File: src/rtl/fetch_unit.sv
// rtl/fetch_unit.sv - instruction fetch stage with a single outstanding imem request
module fetch_unit #(
    parameter int                XLEN      = 32,
    parameter logic [XLEN-1:0]   RESET_VEC = '0
) (
    input  logic            clk_in,
    input  logic            rst_n_in,
    input  logic            flush_in,
    input  logic [1:0]      pc_src_in,
    input  logic [XLEN-1:0] branch_tgt_in,
    input  logic [XLEN-1:0] jump_tgt_in,
    output logic            imem_req_out,
    output logic [XLEN-1:0] imem_addr_out,
    input  logic            imem_gnt_in,
    input  logic            imem_rvalid_in,
    input  logic [31:0]     imem_rdata_in,
    output logic [31:0]     instr_out,
    output logic [XLEN-1:0] pc_out,
    output logic            valid_out,
    input  logic            id_ready_in
);

    typedef enum logic [1:0] {
        IDLE = 2'd0,
        REQ  = 2'd1,
        WAIT = 2'd2,
        HOLD = 2'd3
    } state_t;

    state_t          state_q, state_d;
    logic [XLEN-1:0] fetch_pc_q, fetch_pc_d;
    logic            drop_q, drop_d;
    logic [31:0]     instr_q, instr_d;
    logic [XLEN-1:0] pc_q, pc_d;
    logic            valid_q, valid_d;

    logic            redirect;
    logic [XLEN-1:0] target_raw;
    logic [XLEN-1:0] target;

    assign redirect = !flush_in && (pc_src_in != 2'b11);

    always_comb begin
        target_raw = fetch_pc_q;
        case (pc_src_in)
            2'b00:   target_raw = RESET_VEC;
            2'b01:   target_raw = branch_tgt_in;
            2'b10:   target_raw = jump_tgt_in;
            default: target_raw = fetch_pc_q;
        endcase
        target = target_raw & {{(XLEN-2){1'b1}}, 2'b00};
    end

    always_comb begin
        state_d    = state_q;
        fetch_pc_d = fetch_pc_q;
        drop_d     = drop_q;
        instr_d    = instr_q;
        pc_d       = pc_q;
        valid_d    = valid_q;
        if (flush_in) begin
            valid_d    = 1'b0;
            fetch_pc_d = RESET_VEC;
            if (state_q == WAIT) begin
                // A response arriving with the flush settles the outstanding request.
                if (imem_rvalid_in) begin
                    drop_d  = 1'b0;
                    state_d = IDLE;
                end else begin
                    drop_d = 1'b1;
                end
            end else begin
                state_d = IDLE;
            end
        end else begin
            case (state_q)
                IDLE: begin
                    state_d = REQ;
                    if (redirect) fetch_pc_d = target;
                end
                REQ: begin
                    if (redirect) fetch_pc_d = target;
                    if (imem_gnt_in) begin
                        state_d = WAIT;
                        drop_d  = redirect;
                    end
                end
                WAIT: begin
                    if (imem_rvalid_in) begin
                        if (drop_q || redirect) begin
                            drop_d  = 1'b0;
                            state_d = REQ;
                            if (redirect) fetch_pc_d = target;
                        end else begin
                            instr_d    = imem_rdata_in;
                            pc_d       = fetch_pc_q;
                            valid_d    = 1'b1;
                            fetch_pc_d = fetch_pc_q + XLEN'(4);
                            state_d    = HOLD;
                        end
                    end else if (redirect) begin
                        fetch_pc_d = target;
                        drop_d     = 1'b1;
                    end
                end
                HOLD: begin
                    if (redirect) begin
                        valid_d    = 1'b0;
                        fetch_pc_d = target;
                        state_d    = REQ;
                    end else if (id_ready_in) begin
                        valid_d = 1'b0;
                        state_d = REQ;
                    end
                end
                default: state_d = IDLE;
            endcase
        end
    end

    always_ff @(posedge clk_in or negedge rst_n_in) begin
        if (!rst_n_in) begin
            state_q    <= IDLE;
            fetch_pc_q <= RESET_VEC;
            drop_q     <= 1'b0;
            instr_q    <= '0;
            pc_q       <= '0;
            valid_q    <= 1'b0;
        end else begin
            state_q    <= state_d;
            fetch_pc_q <= fetch_pc_d;
            drop_q     <= drop_d;
            instr_q    <= instr_d;
            pc_q       <= pc_d;
            valid_q    <= valid_d;
        end
    end

    assign imem_req_out  = (state_q == REQ);
    assign imem_addr_out = fetch_pc_q;
    assign instr_out     = instr_q;
    assign pc_out        = pc_q;
    assign valid_out     = valid_q;

endmodule
File: config.mk
export PLATFORM = sky130hd
export DESIGN_NAME = fetch_unit
export DESIGN_NICKNAME = d
export VERILOG_FILES = /design/src/rtl/fetch_unit.sv
export SDC_FILE = /design/constraint.sdc
export NUM_CORES = 1
export LEC_CHECK = 0
export ABC_CLOCK_PERIOD_IN_PS = 5700
export CORE_ASPECT_RATIO = 2
export CORE_UTILIZATION = 48
export CTS_BUF_LIST = sky130_fd_sc_hd__clkbuf_8 sky130_fd_sc_hd__clkbuf_16
export CTS_CLUSTER_DIAMETER = 50
export DETAILED_ROUTE_END_ITERATION = 12
export PLACE_DENSITY = 0.89
export SYNTH_ARGS = -nofsm -noshare
export SYNTH_HDL_FRONTEND = slang
export SYNTH_SLANG_ARGS = --single-unit
File: constraint.sdc
create_clock -name clk_in -period 5.7 [get_ports clk_in]
set_input_delay 0.57 -clock clk_in [delete_from_list [all_inputs] [get_ports clk_in]]
set_output_delay 0.57 -clock clk_in [all_outputs]
set_load 0.005 [all_outputs]
======== Word level (Yosys, flattened, before mapping) ========
Cells that the tools add are included.
word-level totals
  register bits ........................... 100
  input port bits ......................... 104
  output and inout port bits .............. 98
  word-level logic and storage cells ...... 64
cells by class
  add/sub/neg operators ................... 1
  equality and inequality tests ........... 14
  multiplexer cells ....................... 29
  bitwise logic cells ..................... 2
  reduce and logical (&&, ||, !) cells .... 12
operator list
  kind                   number
  $mux 32                4
  $pmux 32 s3            1
  $pmux 32 s2            1
  $add 32x3->32 const B  1
  $mux 2                 8
  $mux 1                 12
  $ne 4x4->1 const B     2
  $pmux 2 s4             1
  $reduce_and 4->1       2
  $eq 2x2->1 const B     3
  $ne 3x3->1 const B     2
  $reduce_and 5->1       1
  $eq 2x1->1 const B     2
  $logic_not 2->1        2
  $ne 2x2->1 const B     2
  $ne 4x3->1 const B     1
  $pmux 1 s2             2
  $ne 3x2->1 const B     1
  $reduce_and 3->1       1
  $reduce_bool 3->1      1
  $reduce_or 3->1        1
  $ne 2x1->1 const B     1
  $not 1->1              2
  $reduce_bool 2->1      1
  other kinds (3)        3

======== Longest topological paths before layout ========
Gate-level depths: netlist of the first run.
  depth after elaboration ................. 7
  gate-level depth with buffers ........... 8

======== Least setup slack after synthesis of the first run ========
No wires, ideal clock.
  kind .................................... input -> register
  from .................................... in pc_src_in[0]
  to ...................................... reg instr_q[0], in the netlist instr_out[0]
  arrival ................................. 1.879 ns
  slack ................................... 3.696 ns
  stages on the path ...................... 7
  path through ............................ buf_2 -> a21oi_1 -> nor2_1 -> nand3_1 -> nor2_2 -> buf_2 -> mux2_2
on the way
  cells in the longest elaborated chain, start to end .. 5
ends and longest elaborated chain
  what                        RTL line  source
  start, declared             9         input logic [1:0] pc_src_in,
  $ne 2x2->1                  41        assign redirect = !flush_in && (pc_src_in != 2'b11);
  $logic_and 1x1->1           41
  $logic_or 1x1->1            90        if (drop_q || redirect) begin
  $not 1->1 (no line)         --
  $reduce_and 4->1 (no line)  --
  end signal, assigned        133       instr_q <= instr_d;
  end, declared               33        logic [31:0] instr_q, instr_d;
Every way passes these cells.
A chain may end at the register's enable or synchronous reset.

======== Worst setup path in the final report of the first run ========
  from .................................... in pc_src_in[1]
  to ...................................... reg pc_q[0], in the netlist pc_out[0]
on the way
  cells in the longest elaborated chain, start to end .. 5
ends and longest elaborated chain
  what                        RTL line  source
  $ne 2x2->1                  41
  $logic_and 1x1->1           41
  $logic_or 1x1->1            90
  $not 1->1 (no line)         --
  $reduce_and 4->1 (no line)  --
  end signal, assigned        134       pc_q <= pc_d;
  end, declared               34        logic [XLEN-1:0] pc_q, pc_d;
Every way passes these cells.

==> results of run 1 <==
==> through the flow <==
step	setup slack [ns]	util, %
after floorplan	3.70	-
after global placement	2.10	69.1
after detailed placement	1.96	69.1
after CTS	2.31	71.9
after global routing	2.12	71.9
final	2.32	71.9
==> worst paths after layout <==
path	start	end	cells after the start
worst max-delay path	pc_src_in[1]	pc_out[0]	8
max in group asynchronous	rst_n_in	instr_out[8]	2
worst max register to register	state_q[0]	pc_out[0]	6
worst min register to register	instr_out[5]	instr_out[5]	1
min in group clk_in	instr_out[5]	instr_out[5]	1
worst min-delay path	rst_n_in	pc_out[18]	1
==> per-layer routing <==
layer / vias up / GRT usage, % / wire length (um)
li1: 2111 / - / -
met1: 2237 / 29.4 / 5260
met2: 175 / 50.8 / 8870
met3: 32 / 5.05 / 722
met4: 0 / 13.0 / 455
met5: - / 0 / 0
==> cell type report <==
cell class	instances	area share (%)
clock inverters	6	0.709
well taps	137	2.26
multi-input cells	347	33.8
diodes	2	0.0660
clock buffers	10	3.15
repair buffers	205	26.6
inverters	9	0.445
flip-flops and latches	100	33.0
==> flip-flops by register name, indices dropped and copies added, names as in the netlist <==
signal and cells:
state_q 2, valid_out 1, imem_addr_out 32, pc_out 32, drop_q 1, instr_out 32
==> kinds of logic (layout without fill, tap and decap cells) <==
logic type / Yosys count / in the layout / share of synthesized area (%)
flip-flops: 100 / 100 / 47.9
buffers and inverters: 42 / 230 / 3.28
multiplexers: 66 / 66 / 14.2
AND/OR/NAND/NOR: 146 / 146 / 15.3
other: 0 / 2 / 0
XOR/XNOR: 28 / 28 / 4.70
adder cells (fa/ha/maj): 4 / 4 / 0.959
AO/OA/AOI/OAI: 103 / 103 / 13.6
==> power by group <==
| group | internal, mW | switching (mW) | leakage [nW] |
|---|---|---|---|
| Clock | 0.317 | 0.294 | 0.142 |
| Sequential | 0.778 | 0.0553 | 1.37 |
| Combinational | 0.244 | 0.134 | 1.64 |
| Total | 1.34 | 0.484 | 3.15 |
==> synth_stat cells, types with 2 or more instances <==
cell type	n
mux2i_1	2
a221oi_2	6
and2_1	2
a311oi_1	2
mux2_2	56
a211oi_2	2
nor3_1	5
a21oi_1	29
o21ai_1	2
buf_2	10
nand4_4	3
a211oi_1	11
nand2b_1	25
buf_1	4
nor4_4	2
nand4_1	6
a221oi_1	16
inv_1	9
a21o_1	4
ha_1	4
xor2_1	19
nand3_1	10
mux2_1	8
xnor2_1	9
clkbuf_1	18
dfrtp_1	100
nor2_1	18
and3_1	2
nand2_1	58
nor3b_1	6
o21ai_0	27
nor2_2	2
==> insert_results.sql, run 1 <==
INSERT INTO impl_metrics (metric_group, metric, value, unit) VALUES
('outcome', 'outcome', 'complete, no violations', ''),
('cells_and_area', 'layout.cells.most_common_list', 'clkdlybuf4s50_1, dfrtp_1, nand2_1, mux2_2, a21oi_1', ''),
('critical_path', 'worst_path_most_repeated_cell', 'buf_4', ''),
('logic_synthesis', 'synthArstFlopShare', '100', '%'),
('clock_network', 'htree_levels', '3', ''),
('clock_network', 'maximum_clock_path_buffer_count', '2', ''),
('timing', 'fin_crit', '3.38', 'ns'),
('timing', 'timing.final.max_slew_violations', '0', ''),
('timing', 'timing.clock.skew', '0.00923', 'ns'),
('critical_path', 'endpoint_kind', 'flip-flop', ''),
('floorplanning', 'die-area', '0.0113', 'sq mm'),
('power_and_ir_drop', 'vdd_drop_max', '0.000139', 'V'),
('timing', 'final_hold_viol_count', '0', ''),
('detailed_routing', 'post-route-drc-count', '0', ''),
('grt', 'first_global_vias', '4805', ''),
('critical_path', 'worst_ep_arrival_time', '3.61', 'ns'),
('timing', 'fmax', '296', 'MHz'),
('timing', 'final.setup.tns', '0', 'ns'),
('critical_path', 'maximum_fanout_along_the_worst_path', '37', ''),
('detailed_routing', 'detailedRoute.firstPassIterationCount', '4', ''),
('clock_network', 'cts_buffers', '9', ''),
('logic_synthesis', 'synth_area', '0.00522', 'sq mm'),
('critical_path', 'critical_path.top_delay_family', 'buffers and inverters', ''),
('timing', 'setup_viol', '0', ''),
('grt', 'global_route_wire_length_before_repair', '23700', 'um'),
('timing', 'grt_setup_unrepaired', 'no', ''),
('clock_network', 'clk_latency', '0.35', 'ns'),
('cells_and_area', 'sequential_cell_area', '0.00250', 'sq mm'),
('critical_path', 'critical_path_buf_inv_count', '3', ''),
('clock_network', 'post-cts-setup-buffer-count', '0', ''),
('detailed_routing', 'vias_per_cell', '5.58', ''),
('logic_synthesis', 'ys_ff_latch', '100', ''),
('logic_synthesis', 'number_of_enable_flip_flop_cells_after_synthesis', '0', ''),
('cells_and_area', 'layout.cells.non_filler', '816', ''),
('critical_path', 'worst_path_cell_trace', 'clkdlybuf4s50_1, buf_4, a21oi_1, nor2_1, nand3_1, nor2_4, buf_4, mux2_2', ''),
('detailed_routing', 'drt.antenna.violating_nets', '0', ''),
('detailed_routing', 'route.vias.total', '4555', ''),
('power_and_ir_drop', 'leakage', '3.15', 'nW'),
('logic_synthesis', 'synth_fp_nets', '597', ''),
('cells_and_area', 'nets', '780', ''),
('flow_run', 'max_cap_violations', '0', ''),
('timing', 'timing_worst_slew_pin_value', '0.828', 'ns'),
('floorplanning', 'die_w', '75.7', 'um'),
('clock_network', 'cts_hold_buffers', '0', ''),
('placed_design', 'placed_area', '0.00729', 'sq mm'),
('critical_path', 'reg2reg_slack', '2.99', 'ns'),
('timing', 'timing.final.crit_share', '59.3', '%'),
('critical_path', 'criticalPathCategory', 'primary input to flip-flop', ''),
('grt', 'grt-ovfl-total', '0', ''),
('logic_synthesis', 'synthCells', '489', ''),
('floorplanning', 'num_rows', '53', ''),
('logic_synthesis', 'yosysSeqAreaShare', '47.9', '%'),
('logic_synthesis', 'synthTopCellsByArea', 'dfrtp_1, mux2_2, nand2_1, xor2_1, nand2b_1', ''),
('detailed_routing', 'route.detailed.wl_per_inst', '18.8', 'um'),
('cells_and_area', 'multi_input_comb_area', '0.00256', 'sq mm'),
('placed_design', 'gp_congestion', '0.810', ''),
('floorplanning', 'placeableCoreArea', '0.0105', 'sq mm'),
('hold_path', 'min_path_type', 'primary input to asynchronous set/reset pin', ''),
('floorplanning', 'ios', '202', ''),
('critical_path', 'slowest_delay', '0.66', 'ns'),
('placed_design', 'input_output_buffers', '197', ''),
('floorplanning', 'starting_density_of_the_core', '49.5', '%'),
('critical_path', 'critPathRequiredTime', '5.93', 'ns'),
('cells_and_area', 'number_of_fill_cells', '731', ''),
('logic_synthesis', 'unique_cell_type_count_in_the_yosys_netlist', '44', ''),
('placed_design', 'detailedPlacementHpwl', '11000', 'um'),
('floorplanning', 'die_height', '149', 'um'),
('detailed_routing', 'drt_iter0_drc', '285', ''),
('detailed_routing', 'finalWirelength', '15300', 'um'),
('grt', 'grt_util_all_layers', '27.8', '%'),
('clock_network', 'cts_tree', 'built', '');
Note: power is estimated with default switching activity, not from simulation.
==> run 2: changes to the inputs <==
Settings changed: ABC_CLOCK_PERIOD_IN_PS 5700 to 3500, CORE_UTILIZATION 48 to 44, PLACE_DENSITY 0.89 to 0.82.
Clock period 5.7 ns to 3.5 ns, I/O delays scaled along.
==> run 2 against run 1 <==
  * Final cell count is 0.61% higher
  * Critical path depth is 2 lower
  * Non-clock buffer count is 2 higher
  * Clock-buffer cell count is 1 lower
  * Global-route usage is 3.1 points lower
  * Sequential power is 63% higher
  * Largest power group unchanged
  * Register-to-register slack worse by 1.6 ns
  * Clock skew is 0.0011 ns higher
  * Core utilization is 5.2 points lower
  * Sequential share of layout area is 0.15 points lower
  * Highest routed layer unchanged
  * Cell area is 0.46% higher
  * First-iteration DRC count is 18% lower
==> insert_results.sql, run 2 (same netlist as run 1, synthesis figures left out) <==
INSERT INTO impl_metrics (metric_group, metric, value, unit) VALUES
('timing', 'fin_crit', '2.15', 'ns'),
('clock_network', 'clkSlewWorstSetupHoldPaths', '0.07', 'ns'),
('floorplanning', 'ios', '202', ''),
('detailed_routing', 'finalWirelength', '14800', 'um'),
('grt', 'grt-ovfl-total', '0', ''),
('clock_network', 'clkSinkCount', '100', ''),
('critical_path', 'critical_path_buf_inv_count', '0', ''),
('critical_path', 'worstSetupStartpoint', 'imem_addr_out[2]', ''),
('cells_and_area', 'number_of_fill_cells', '919', ''),
('clock_network', 'cts_tree', 'built', ''),
('cells_and_area', 'final_layout_size_suffix_gt1_share', '15.0', '%'),
('power_and_ir_drop', 'comb_power_share', '20.6', '%'),
('cells_and_area', 'layout.cells.non_filler', '821', ''),
('clock_network', 'htree_levels', '3', ''),
('timing', 'timing.final.max_slew_violations', '0', ''),
('critical_path', 'worstSetupStartpointType', 'flip-flop', ''),
('outcome', 'outcome', 'complete, no violations', ''),
('cells_and_area', 'layout.cells.most_common_list', 'clkdlybuf4s50_1, dfrtp_1, nand2_1, mux2_2, a21oi_1', ''),
('power_and_ir_drop', 'power_report.internal_total', '2.22', 'mW'),
('cells_and_area', 'most_common_cell_after_layout_fill_and_taps_aside', 'clkdlybuf4s50_1', ''),
('placed_design', 'placed_cells_incl_taps', '805', ''),
('clock_network', 'cts_buffers', '9', ''),
('floorplanning', 'num_rows', '55', ''),
('power_and_ir_drop', 'relative_contribution_of_sequential_cells_to_total_power', '45.6', '%'),
('cells_and_area', 'count_of_inserted_antenna_diode_cells', '0', ''),
('timing', 'timing.clock.skew', '0.0104', 'ns'),
('critical_path', 'endpoint_kind', 'flip-flop', ''),
('critical_path', 'slowest_delay', '0.54', 'ns'),
('clock_network', 'post-cts-setup-buffer-count', '0', ''),
('critical_path', 'maximum_fanout_along_the_worst_path', '7', ''),
('timing', 'setup_viol', '0', ''),
('cells_and_area', 'finalInstanceArea', '0.00762', 'sq mm'),
('placed_design', 'gp_congestion', '0.833', ''),
('critical_path', 'logic_depth_of_the_worst_setup_path_including_buffers', '6', ''),
('detailed_routing', 'route.vias.total', '4492', ''),
('placed_design', 'detailedPlacementHpwl', '10900', 'um'),
('power_and_ir_drop', 'clockPowerShare', '33.8', '%'),
('critical_path', 'worst_ep_arrival_time', '2.39', 'ns'),
('clock_network', 'clockRootBuffer', 'clkbuf_16', ''),
('critical_path', 'criticalPathCategory', 'flip-flop to flip-flop', ''),
('power_and_ir_drop', 'power_density', '391', 'mW/mm^2'),
('critical_path', 'critPathRequiredTime', '3.74', 'ns'),
('power_and_ir_drop', 'vdd_drop_max', '0.000266', 'V'),
('cells_and_area', 'nets', '782', ''),
('floorplanning', 'die_w', '79.0', 'um'),
('grt', 'grt_antenna_before_repair', '0', ''),
('floorplanning', 'die_height', '156', 'um'),
('flow_run', 'max_cap_violations', '0', ''),
('detailed_routing', 'drt_iter0_drc', '233', ''),
('timing', 'grt_setup_unrepaired', 'no', ''),
('power_and_ir_drop', 'overall_power', '2.98', 'mW'),
('critical_path', 'critical_path.top_delay_family', 'simple AND/OR/NAND/NOR gates', ''),
('timing', 'worst_hold_check_slack', '0.00898', 'ns'),
('placed_design', 'placed_area', '0.00732', 'sq mm'),
('clock_network', 'maximum_clock_path_buffer_count', '2', ''),
('clock_network', 'clk_latency', '0.34', 'ns'),
('detailed_routing', 'route.detailed.wl_per_inst', '18.0', 'um'),
('cells_and_area', 'finalCoreUtilization', '66.7', '%'),
('hold_path', 'min_path_type', 'primary input to asynchronous set/reset pin', ''),
('critical_path', 'worst_path_cell_trace', 'ha_1, nand2_1, nor4_4, nand4_1, xor2_1, a221oi_2', ''),
('grt', 'grt_start_max_net_pins', '60', ''),
('cells_and_area', 'sequential_cell_area', '0.00250', 'sq mm'),
('detailed_routing', 'vias_per_cell', '5.47', ''),
('grt', 'first_global_vias', '4695', ''),
('timing', 'maxSlewHeadroom', '55.6', '%'),
('clock_network', 'post_cts_resized', '0', ''),
('timing', 'timing_worst_slew_pin_value', '0.664', 'ns'),
('placed_design', 'input_output_buffers', '197', ''),
('grt', 'grt_util_all_layers', '24.8', '%'),
('detailed_routing', 'detailedRoute.firstPassIterationCount', '6', ''),
('power_and_ir_drop', 'leakage', '3.17', 'nW'),
('timing', 'timing.final.crit_share', '61.5', '%'),
('critical_path', 'r2r_cells', '6', ''),
('detailed_routing', 'post-route-drc-count', '0', ''),
('timing', 'final_hold_viol_count', '0', ''),
('cells_and_area', 'multi_input_comb_area', '0.00256', 'sq mm'),
('timing', 'final.setup.tns', '0', 'ns'),
('detailed_routing', 'drt.antenna.violating_nets', '0', ''),
('clock_network', 'cts_hold_buffers', '0', ''),
('cells_and_area', 'area_growth_syn_to_layout', '46.0', '%'),
('power_and_ir_drop', 'switchingPower', '0.752', 'mW'),
('placed_design', 'post_placement_worst_setup_slack', '1.01', 'ns'),
('timing', 'worst_slack', '1.35', 'ns'),
('floorplanning', 'placeableCoreArea', '0.0114', 'sq mm'),
('grt', 'global_route_wire_length_before_repair', '23700', 'um'),
('power_and_ir_drop', 'netSwitchingFraction', '25.3', '%'),
('floorplanning', 'starting_density_of_the_core', '45.7', '%'),
('floorplanning', 'die-area', '0.0123', 'sq mm'),
('critical_path', 'worst_r2r_startpoint', 'imem_addr_out[2]', ''),
('critical_path', 'worst_path_max_delay_cell', 'nor4_4', ''),
('timing', 'fmax', '465', 'MHz');
-- run 2: worst paths after layout --
| check | to | slack (ns) |
|---|---|---|
| max | imem_addr_out[30] | 1.35 |
| min | imem_addr_out[0] | 0.009 |
| max reg2reg | imem_addr_out[30] | 1.35 |
| min reg2reg | instr_out[18] | 0.49 |
| max in group asynchronous | pc_out[21] | 2.78 |
| min in group clk_in | instr_out[18] | 0.49 |
-- run 2: layer usage --
layer	up-vias	routed length, um	global-route usage, %
met5	-	0	0
met4	0	435	10.7
met3	26	658	3.68
met2	148	8330	46.2
met1	2212	5340	27.0
li1	2106	-	-
-- run 2: power groups by stage --
stage | clock, mW | sequential [mW] | combinational [mW]
floorplan | 0 | 1.37 | 0.208
CTS | 1.03 | 1.36 | 0.621
finish | 1.01 | 1.36 | 0.612
global route | 1.08 | 1.37 | 0.664
detailed placement | 0 | 1.38 | 0.618
global placement | 0 | 1.37 | 0.600
-- run 2: layout make-up --
cell class | count | area share [%]
Clock inverter | 7 | 0.969
Inverter | 9 | 0.443
Clock buffer | 9 | 2.96
Multi-Input combinational cell | 347 | 33.6
Sequential cell | 100 | 32.8
Timing Repair Buffer | 207 | 26.9
Tap cell | 142 | 2.33
